--- src/rtl/period_capture_unit.sv ---
// Measures the CLOCK-cycle interval between rising edges of EventIn and hands each
// result to a consumer over a Valid/Ack handshake, flagging saturation and lost samples.
//
//  state  | meaning
//  -------+-------------------------------------------------------------
//  S_IDLE | disabled, counter held at zero
//  S_ARM  | enabled, waiting for the first edge to start timing
//  S_MEAS | timing the interval since the last edge; capture on each edge
module period_capture_unit #(
   parameter int length      = 10,
   parameter int SYNC_STAGES = 2
) (
   input  logic              CLOCK,
   input  logic              Reset,
   input  logic              EventIn,
   input  logic              Enable,
   input  logic              Ack,
   output logic [length-1:0] Period,
   output logic              Valid,
   output logic              Overflow,
   output logic              Missed
);

   typedef enum logic [1:0] {
      S_IDLE = 2'd0,
      S_ARM  = 2'd1,
      S_MEAS = 2'd2
   } state_t;

   localparam logic [length-1:0] CNT_MAX = '1;
   localparam logic [length-1:0] CNT_ONE = length'(1);

   logic [SYNC_STAGES-1:0] sync_q;
   logic                   sync_dly_q;
   logic                   edge_pulse;

   state_t                 state_q;
   logic [length-1:0]      cnt_q;
   logic [length-1:0]      cnt_d;
   logic                   sat_q;
   logic [length-1:0]      period_q;
   logic                   valid_q;
   logic                   ovf_q;
   logic                   missed_q;

   always_ff @(posedge CLOCK or negedge Reset) begin
      if (!Reset) begin
         sync_q     <= '0;
         sync_dly_q <= 1'b0;
      end else begin
         sync_q     <= {sync_q[SYNC_STAGES-2:0], EventIn};
         sync_dly_q <= sync_q[SYNC_STAGES-1];
      end
   end

   assign edge_pulse = sync_q[SYNC_STAGES-1] & ~sync_dly_q;

   // Saturating increment; the counter parks at CNT_MAX until the next edge.
   assign cnt_d = (cnt_q == CNT_MAX) ? CNT_MAX : cnt_q + CNT_ONE;

   always_ff @(posedge CLOCK or negedge Reset) begin
      if (!Reset) begin
         state_q  <= S_IDLE;
         cnt_q    <= '0;
         sat_q    <= 1'b0;
         period_q <= '0;
         valid_q  <= 1'b0;
         ovf_q    <= 1'b0;
         missed_q <= 1'b0;
      end else begin
         // Handshake runs independently of Enable so a pending sample survives IDLE.
         if (state_q == S_MEAS && edge_pulse) begin
            period_q <= cnt_q;
            ovf_q    <= sat_q;
            valid_q  <= 1'b1;
            missed_q <= valid_q & ~Ack;
         end else if (valid_q && Ack) begin
            valid_q  <= 1'b0;
            ovf_q    <= 1'b0;
            missed_q <= 1'b0;
         end

         if (!Enable) begin
            state_q <= S_IDLE;
            cnt_q   <= '0;
            sat_q   <= 1'b0;
         end else begin
            case (state_q)
               S_IDLE: begin
                  state_q <= S_ARM;
                  cnt_q   <= '0;
               end
               S_ARM: begin
                  if (edge_pulse) begin
                     state_q <= S_MEAS;
                     cnt_q   <= CNT_ONE;
                     sat_q   <= 1'b0;
                  end
               end
               S_MEAS: begin
                  if (edge_pulse) begin
                     cnt_q <= CNT_ONE;
                     sat_q <= 1'b0;
                  end else begin
                     cnt_q <= cnt_d;
                     if (cnt_d == CNT_MAX) sat_q <= 1'b1;
                  end
               end
               default: begin
                  state_q <= S_IDLE;
                  cnt_q   <= '0;
                  sat_q   <= 1'b0;
               end
            endcase
         end
      end
   end

   assign Period   = period_q;
   assign Valid    = valid_q;
   assign Overflow = ovf_q;
   assign Missed   = missed_q;

endmodule

--- config.mk ---
export PLATFORM = sky130hd
export DESIGN_NAME = period_capture_unit
export DESIGN_NICKNAME = d
export VERILOG_FILES = /design/src/rtl/period_capture_unit.sv
export SDC_FILE = /design/constraint.sdc
export NUM_CORES = 1
export LEC_CHECK = 0
export BUFFER_PORTS_ARGS = -buffer_cell sky130_fd_sc_hd__buf_2
export CORE_ASPECT_RATIO = 1.5
export CORE_MARGIN = 5
export CORE_UTILIZATION = 45
export DETAILED_ROUTE_END_ITERATION = 8
export PLACE_DENSITY = 0.64
export REMOVE_ABC_BUFFERS = 1
export SYNTH_ARGS = -nofsm -noshare
export SYNTH_HDL_FRONTEND = slang
export SYNTH_SLANG_ARGS = --single-unit
--- constraint.sdc ---
create_clock -name CLOCK -period 3.5 [get_ports CLOCK]
set_input_delay 0.35 -clock CLOCK [delete_from_list [all_inputs] [get_ports CLOCK]]
set_output_delay 0.35 -clock CLOCK [all_outputs]
set_load 0.03 [all_outputs]
==> flow_metrics.tcl, run 1 <==
set metrics [dict create \
    cts_hold_buf 0 \
    hpwl_microns 2370 \
    viasPerCell 5.91 \
    ys_warn_count 0 \
    drv_slew 0 \
    grt.overflow.total 0 \
    grt_max_degree 30 \
    fin_crit_sh_pct 63.5 \
    p_leak_uw 0.000818 \
    initial_core_util_pct 46.9 \
    drive_above_1_share_pct 22.0 \
    relSlewSlack_pct 39.6 \
    post-route-drc-count 0 \
    slowest_stage "nor4b_2" \
    cts_setup_buffers 0 \
    die_h_microns 80.6 \
    vdd_drop_max_uv 344 \
    die_x_microns 57.1 \
    cts-root-buf "clkbuf_8" \
    worstPathMaxFanout 10 \
    end_kind "register" \
    dr.pass1.iters 4 \
    yosysUniqueCellTypes 39 \
    rows 25 \
    cts-buffers-inserted 5 \
    clkSinkCount 29 \
    antenna_found_initial 0 \
    hold_violations 0 \
    syn_inst 151 \
    max-cap-violations 0 \
    rsz0062_at_grt "no" \
    synth-seq-cells 29 \
    clk_pin_slew_ns 0.06 \
    rr_worst_depth 6 \
    n_antenna_cell 0 \
    via_count 1229 \
    wire_per_inst_microns 15.9 \
    cts_tree "yes" \
    path_cells "inv_1, ha_1, nand2_1, nor4b_2, a41oi_1, a21oi_2" \
    power_density_nw_per_um2 556 \
    min_period_ns 2.22 \
    synth_area_sq_um 1500 \
    core-area_sq_um 3190 \
    clk_path_buf_depth 2 \
    synth_edf_count 0 \
    critical-path-max-stage-delay_ns 0.78 \
    synth.yosys.seq_area_share_pct 48.5 \
    wirelength_microns 3310 \
    setup_ws_ns 1.28 \
    postRouteAntennaNets 0 \
    post-route-util_pct 53.5 \
    outcome "finished, final reports clean" \
    area_delta_synth_final_pct 14.0 \
    setup_violations 0 \
    tightest_slew_ns 0.904 \
    worstSetupStartpointType "register" \
    grt_first_pass_wirelength_microns 5640 \
    track_usage_pct 16.1 \
    htree_levels 2 \
    worstSetupPathType "reg2reg" \
    worstPathArrival_ns 2.44 \
    syn_avg_cell_area_sq_um 9.91 \
    synthFlopType "dfrtp_1" \
    insertion_delay_ns 0.28 \
    drtIter0Drc 74 \
    io_pins 18 \
    worstHoldPathType "in2async" \
    worstPathRequired_ns 3.71 \
    async_flop_share_pct 100 \
    finalNetCount 177 \
    place_congestion 0.879 \
    finClkSkew_ns 0.00619 \
    die-area_sq_um 4600 \
    io_buffers 17 \
    cts_resized 0 \
    fmax_mhz 450 \
    fin_tns_setup_ns 0 \
    grt_pass1_vias 1232 \
    post-place-ws_ns 1.35 \
]
path summary, 6_finish.rpt:
kind                            start         end  slack, ns
setup / recovery           state_q[0]    cnt_q[9]       1.28
min in group CLOCK            EventIn   sync_q[0]       0.17
hold reg to reg             sync_q[0]   sync_q[1]       0.38
max in group asynchronous       Reset  state_q[1]       3.01
hold / removal                  Reset   sync_q[0]       0.08
setup reg to reg           state_q[0]    cnt_q[9]       1.28
through the flow:
stage | cell area (sq um) | instances | hold slack (ns) | total power, uW
after global placement | 1590 | 200 | 0.342 | 594
after detailed placement | 1590 | 200 | 0.370 | 602
after floorplan | 1450 | 143 | 0.0544 | 539
after CTS | 1710 | 208 | 0.104 | 959
final | 1710 | 208 | 0.0807 | 948
after global routing | 1710 | 208 | 0.142 | 1000
registers in the layout (all words and copies together), names as in the netlist:
register / cells
sync_q: 2
Period: 10
Overflow: 1
sync_dly_q: 1
state_q: 2
Missed: 1
cnt_q: 10
sat_q: 1
Valid: 1
cells in the final DEF, fill, tap and decap left out, drive strengths merged:
cell type / instances
a31o: 1
nor2: 9
o21ai: 15
buf: 17
xnor2: 1
o31a: 1
a22o: 5
or3b: 1
a21oi: 6
nand4: 2
nand2: 20
mux2: 8
dfrtp: 29
a31oi: 2
nor3: 4
nor2b: 1
nand3: 7
xor2: 1
bufinv: 1
or2: 1
nor4: 2
ha: 5
nand2b: 2
clkbuf: 7
a311o: 1
o211ai: 1
or4b: 1
nor3b: 1
nor4b: 2
o311ai: 1
a41oi: 1
or2b: 1
o22a: 1
inv: 6
and3: 4
critical path: cells and delay by family (launching register included):
| family | cells | cell delay [ns] |
|---|---|---|
| simple gates | 2 | 0.95 |
| flops | 1 | 0.42 |
| compound gates | 2 | 0.39 |
| fa+ha+maj | 1 | 0.30 |
| buf+inv | 1 | 0.10 |
per-layer routing:
layer  up-vias  global-route usage, %  routed length, microns
li1        572                      -                       -
met1       608                   17.2                    1310
met2        42                   29.2                    1750
met3         7                   4.98                     194
met4         0                   6.26                      54
met5         -                      0                       0
cells in the mapped netlist, types with 3 or more instances:
master,number,area (sq um)
dfrtp_1,29,726
nand2_1,20,75.1
o21ai_0,11,55.1
nor2_1,9,33.8
mux2_2,8,90.1
nand3_1,7,35.0
inv_1,6,22.5
a21oi_1,5,25.0
a22o_1,5,43.8
ha_1,5,62.6
and3_1,4,25.0
buf_2,4,20.0
o21ai_1,4,20.0
clkbuf_1,3,11.3
nor3_1,3,15.0
cell type report:
type / instances / area [sq um]
fill: 327 / 1490
sequential: 29 / 726
multi-input combinational: 108 / 706
clock buffer: 7 / 86.3
timing repair buffer: 17 / 85.1
tap: 40 / 50.0
clock inverter: 1 / 30.0
inverter: 6 / 22.5
power breakdown:
| group | switching [uW] | total [uW] | internal (uW) |
|---|---|---|---|
| combinational | 132 | 207 | 74.9 |
| sequential | 25.4 | 389 | 363 |
| clock | 120 | 352 | 232 |
| total | 278 | 948 | 670 |
logic make-up after synthesis:
| group | after synthesis | synth area share [%] |
|---|---|---|
| AND/OR/NAND/NOR | 58 | 20.7 |
| AO/OA/AOI/OAI | 35 | 15.1 |
| flip-flops | 29 | 48.5 |
| buffers and inverters | 14 | 4.35 |
| multiplexers | 8 | 6.02 |
| adder cells (fa/ha/maj) | 5 | 4.18 |
| XOR/XNOR | 2 | 1.17 |
Note: power is estimated with default switching activity, not from simulation.
==> run 2, diff against run 1 <==
clock period = 2.31 ns   (was 3.5 ns; I/O delays follow)
==> run 2 against run 1 <==
Power increased by 45%. Cell area increased by 1.0%. Sequential power increased by 49%. Clock-buffer cell count unchanged. Fmax increased by 11%. Non-clock buffer count increased by 4. Utilization increased by 0.55 points. Setup slack got worse by 0.97 ns. Die area unchanged. Clock power increased by 32%. Final cell count increased by 1.9%. Sequential share of layout area decreased by 0.43 points.
==> flow_metrics.tcl, run 2 (synthesis gave the netlist of run 1 again) <==
set metrics [dict create \
    viasPerCell 5.72 \
    post-route-drc-count 0 \
    worstSetupPathType "reg2reg" \
    drtIter0Drc 66 \
    n_antenna_cell 0 \
    insertion_delay_ns 0.28 \
    combPwrFrac_pct 24.2 \
    die_h_microns 80.6 \
    io_buffers 17 \
    clockPowerShare_pct 33.7 \
    postRouteAntennaNets 0 \
    power_density_nw_per_um2 798 \
    cts_setup_buffers 0 \
    max-cap-violations 0 \
    worstPathArrival_ns 2.22 \
    worstReg2RegEnd "cnt_q[9]" \
    grt.overflow.total 0 \
    final_common_cell "dfrtp_1" \
    post-route-util_pct 54.0 \
    clk_pin_slew_ns 0.06 \
    cts-root-buf "clkbuf_8" \
    worstPathRequired_ns 2.53 \
    place_congestion 0.803 \
    area_delta_synth_final_pct 15.1 \
    swShare_pct 31.7 \
    fmax_mhz 500 \
    ff2ff_setup_slack_ns 0.31 \
    grt_max_degree 30 \
    die-area_sq_um 4600 \
    hpwl_microns 2330 \
    drv_slew 0 \
    rows 25 \
    min_to "sync_q[0]" \
    rr_startpoint "state_q[0]" \
    min_period_ns 2.00 \
    via_count 1213 \
    finClkSkew_ns 0.00520 \
    finalNetCount 181 \
    worstSetupStartpointType "register" \
    place_area_sq_um 1610 \
    nFillCells 300 \
    hold_violations 0 \
    wire_per_inst_microns 15.5 \
    die_x_microns 57.1 \
    vdd_drop_max_uv 440 \
    setup_ws_ns 0.308 \
    setup_violations 0 \
    cts-buffers-inserted 5 \
    rsz0062_at_grt "no" \
    outcome "finished, final reports clean" \
    power_switching_uw 435 \
    worstPathMaxFanout 7 \
    dr.pass1.iters 4 \
    wirelength_microns 3280 \
    final_cell_mix "29 x dfrtp_1, 20 x nand2_1, 17 x buf_2" \
    core-area_sq_um 3190 \
    io_pins 18 \
    grt_pass1_vias 1220 \
    seq_power_share_pct 42.1 \
    clk_path_buf_depth 2 \
    htree_levels 2 \
    min_path_cells 1 \
    initial_core_util_pct 46.9 \
    drive_above_1_share_pct 23.8 \
    relSlewSlack_pct 56.6 \
    clkSinkCount 29 \
    antenna_found_initial 0 \
    grt_first_pass_wirelength_microns 5750 \
    p_int_uw 940 \
    fin_tns_setup_ns 0 \
    rr_worst_depth 6 \
    track_usage_pct 16.7 \
    worstHoldPathType "in2reg" \
    min_from "EventIn" \
    fin_area_sq_um 1720 \
    cts_tree "yes" \
    fin_crit_sh_pct 86.7 \
    tightest_slew_ns 0.651 \
    post-place-ws_ns 0.335 \
    end_kind "register" \
    design_power_total_uw 1380 \
    p_leak_uw 0.000833 \
]
-- run 2: changes by cell type in the layout (fill, tap and decap cells not counted) --
cell,previous run,this run
clkinv_2,0,1
clkbuf_1,1,0
dlygate4sd3_1,0,1
buf_4,0,3
bufinv_16,1,0
clkbuf_8,6,7
-- run 2: power by group through the flow --
stage	Clock (uW)	Sequential, uW	Combinational (uW)
6_report	464	579	332
4_1_cts	474	580	338
3_5_place_dp	0	589	336
2_1_floorplan	0	633	183
5_1_grt	508	585	365
3_3_place_gp	0	587	323
-- run 2: through the flow --
stage | hold WS (ns) | cells
global route | 0.0493 | 212
finish | 0.0561 | 212
CTS | 0.0539 | 212
floorplan | -0.0646 | 143
detailed placement | 0.298 | 203
global placement | 0.292 | 203
-- run 2: worst max-delay path, stage by stage (launching register included) --
cell and delay, ns:
dfrtp_1 0.42, inv_1 0.09, ha_1 0.28, nand2_1 0.15
or4b_1 0.62, a31o_1 0.25, a21oi_2 0.12
-- run 2: what timing repair did --
| item | CTS | global route |
|---|---|---|
| hold buffers | 1 | 0 |
| resized for setup | 0 | 0 |
| endpoints found under the hold margin | 23 | 0 |
| setup endpoints to repair | 0 | 0 |
-- run 2: cell type report --
cell class                      count  area [sq um]  area share (%)
Sequential cell                    29           726            42.1
Multi-Input combinational cell    108           706            41.0
Timing Repair Buffer               21           118            6.83
Clock buffer                        7          96.3            5.59
Tap cell                           40          50.0            2.90
Inverter                            6          22.5            1.31
Clock inverter                      1          5.00           0.290
-- run 2: how the worst max path moves through the flow --
| stage | startpoint | end | slack, ns |
|---|---|---|---|
| final | state_q[0] | cnt_q[9] | 0.31 |
| after detailed placement | state_q[0] | cnt_q[9] | 0.34 |
| after global routing | cnt_q[1] | sat_q | 0.20 |
| after global placement | state_q[0] | cnt_q[9] | 0.40 |
| after floorplan | state_q[0] | cnt_q[9] | 0.50 |
| after CTS | state_q[0] | cnt_q[9] | 0.32 |
-- run 2: metal layers --
layer | vias up | global-route usage (%) | share of wire [%]
li1 | 578 | - | -
met1 | 600 | 19.3 | 41
met2 | 29 | 27.0 | 52
met3 | 6 | 5.47 | 4.9
met4 | 0 | 8.82 | 2.1
met5 | - | 0 | 0
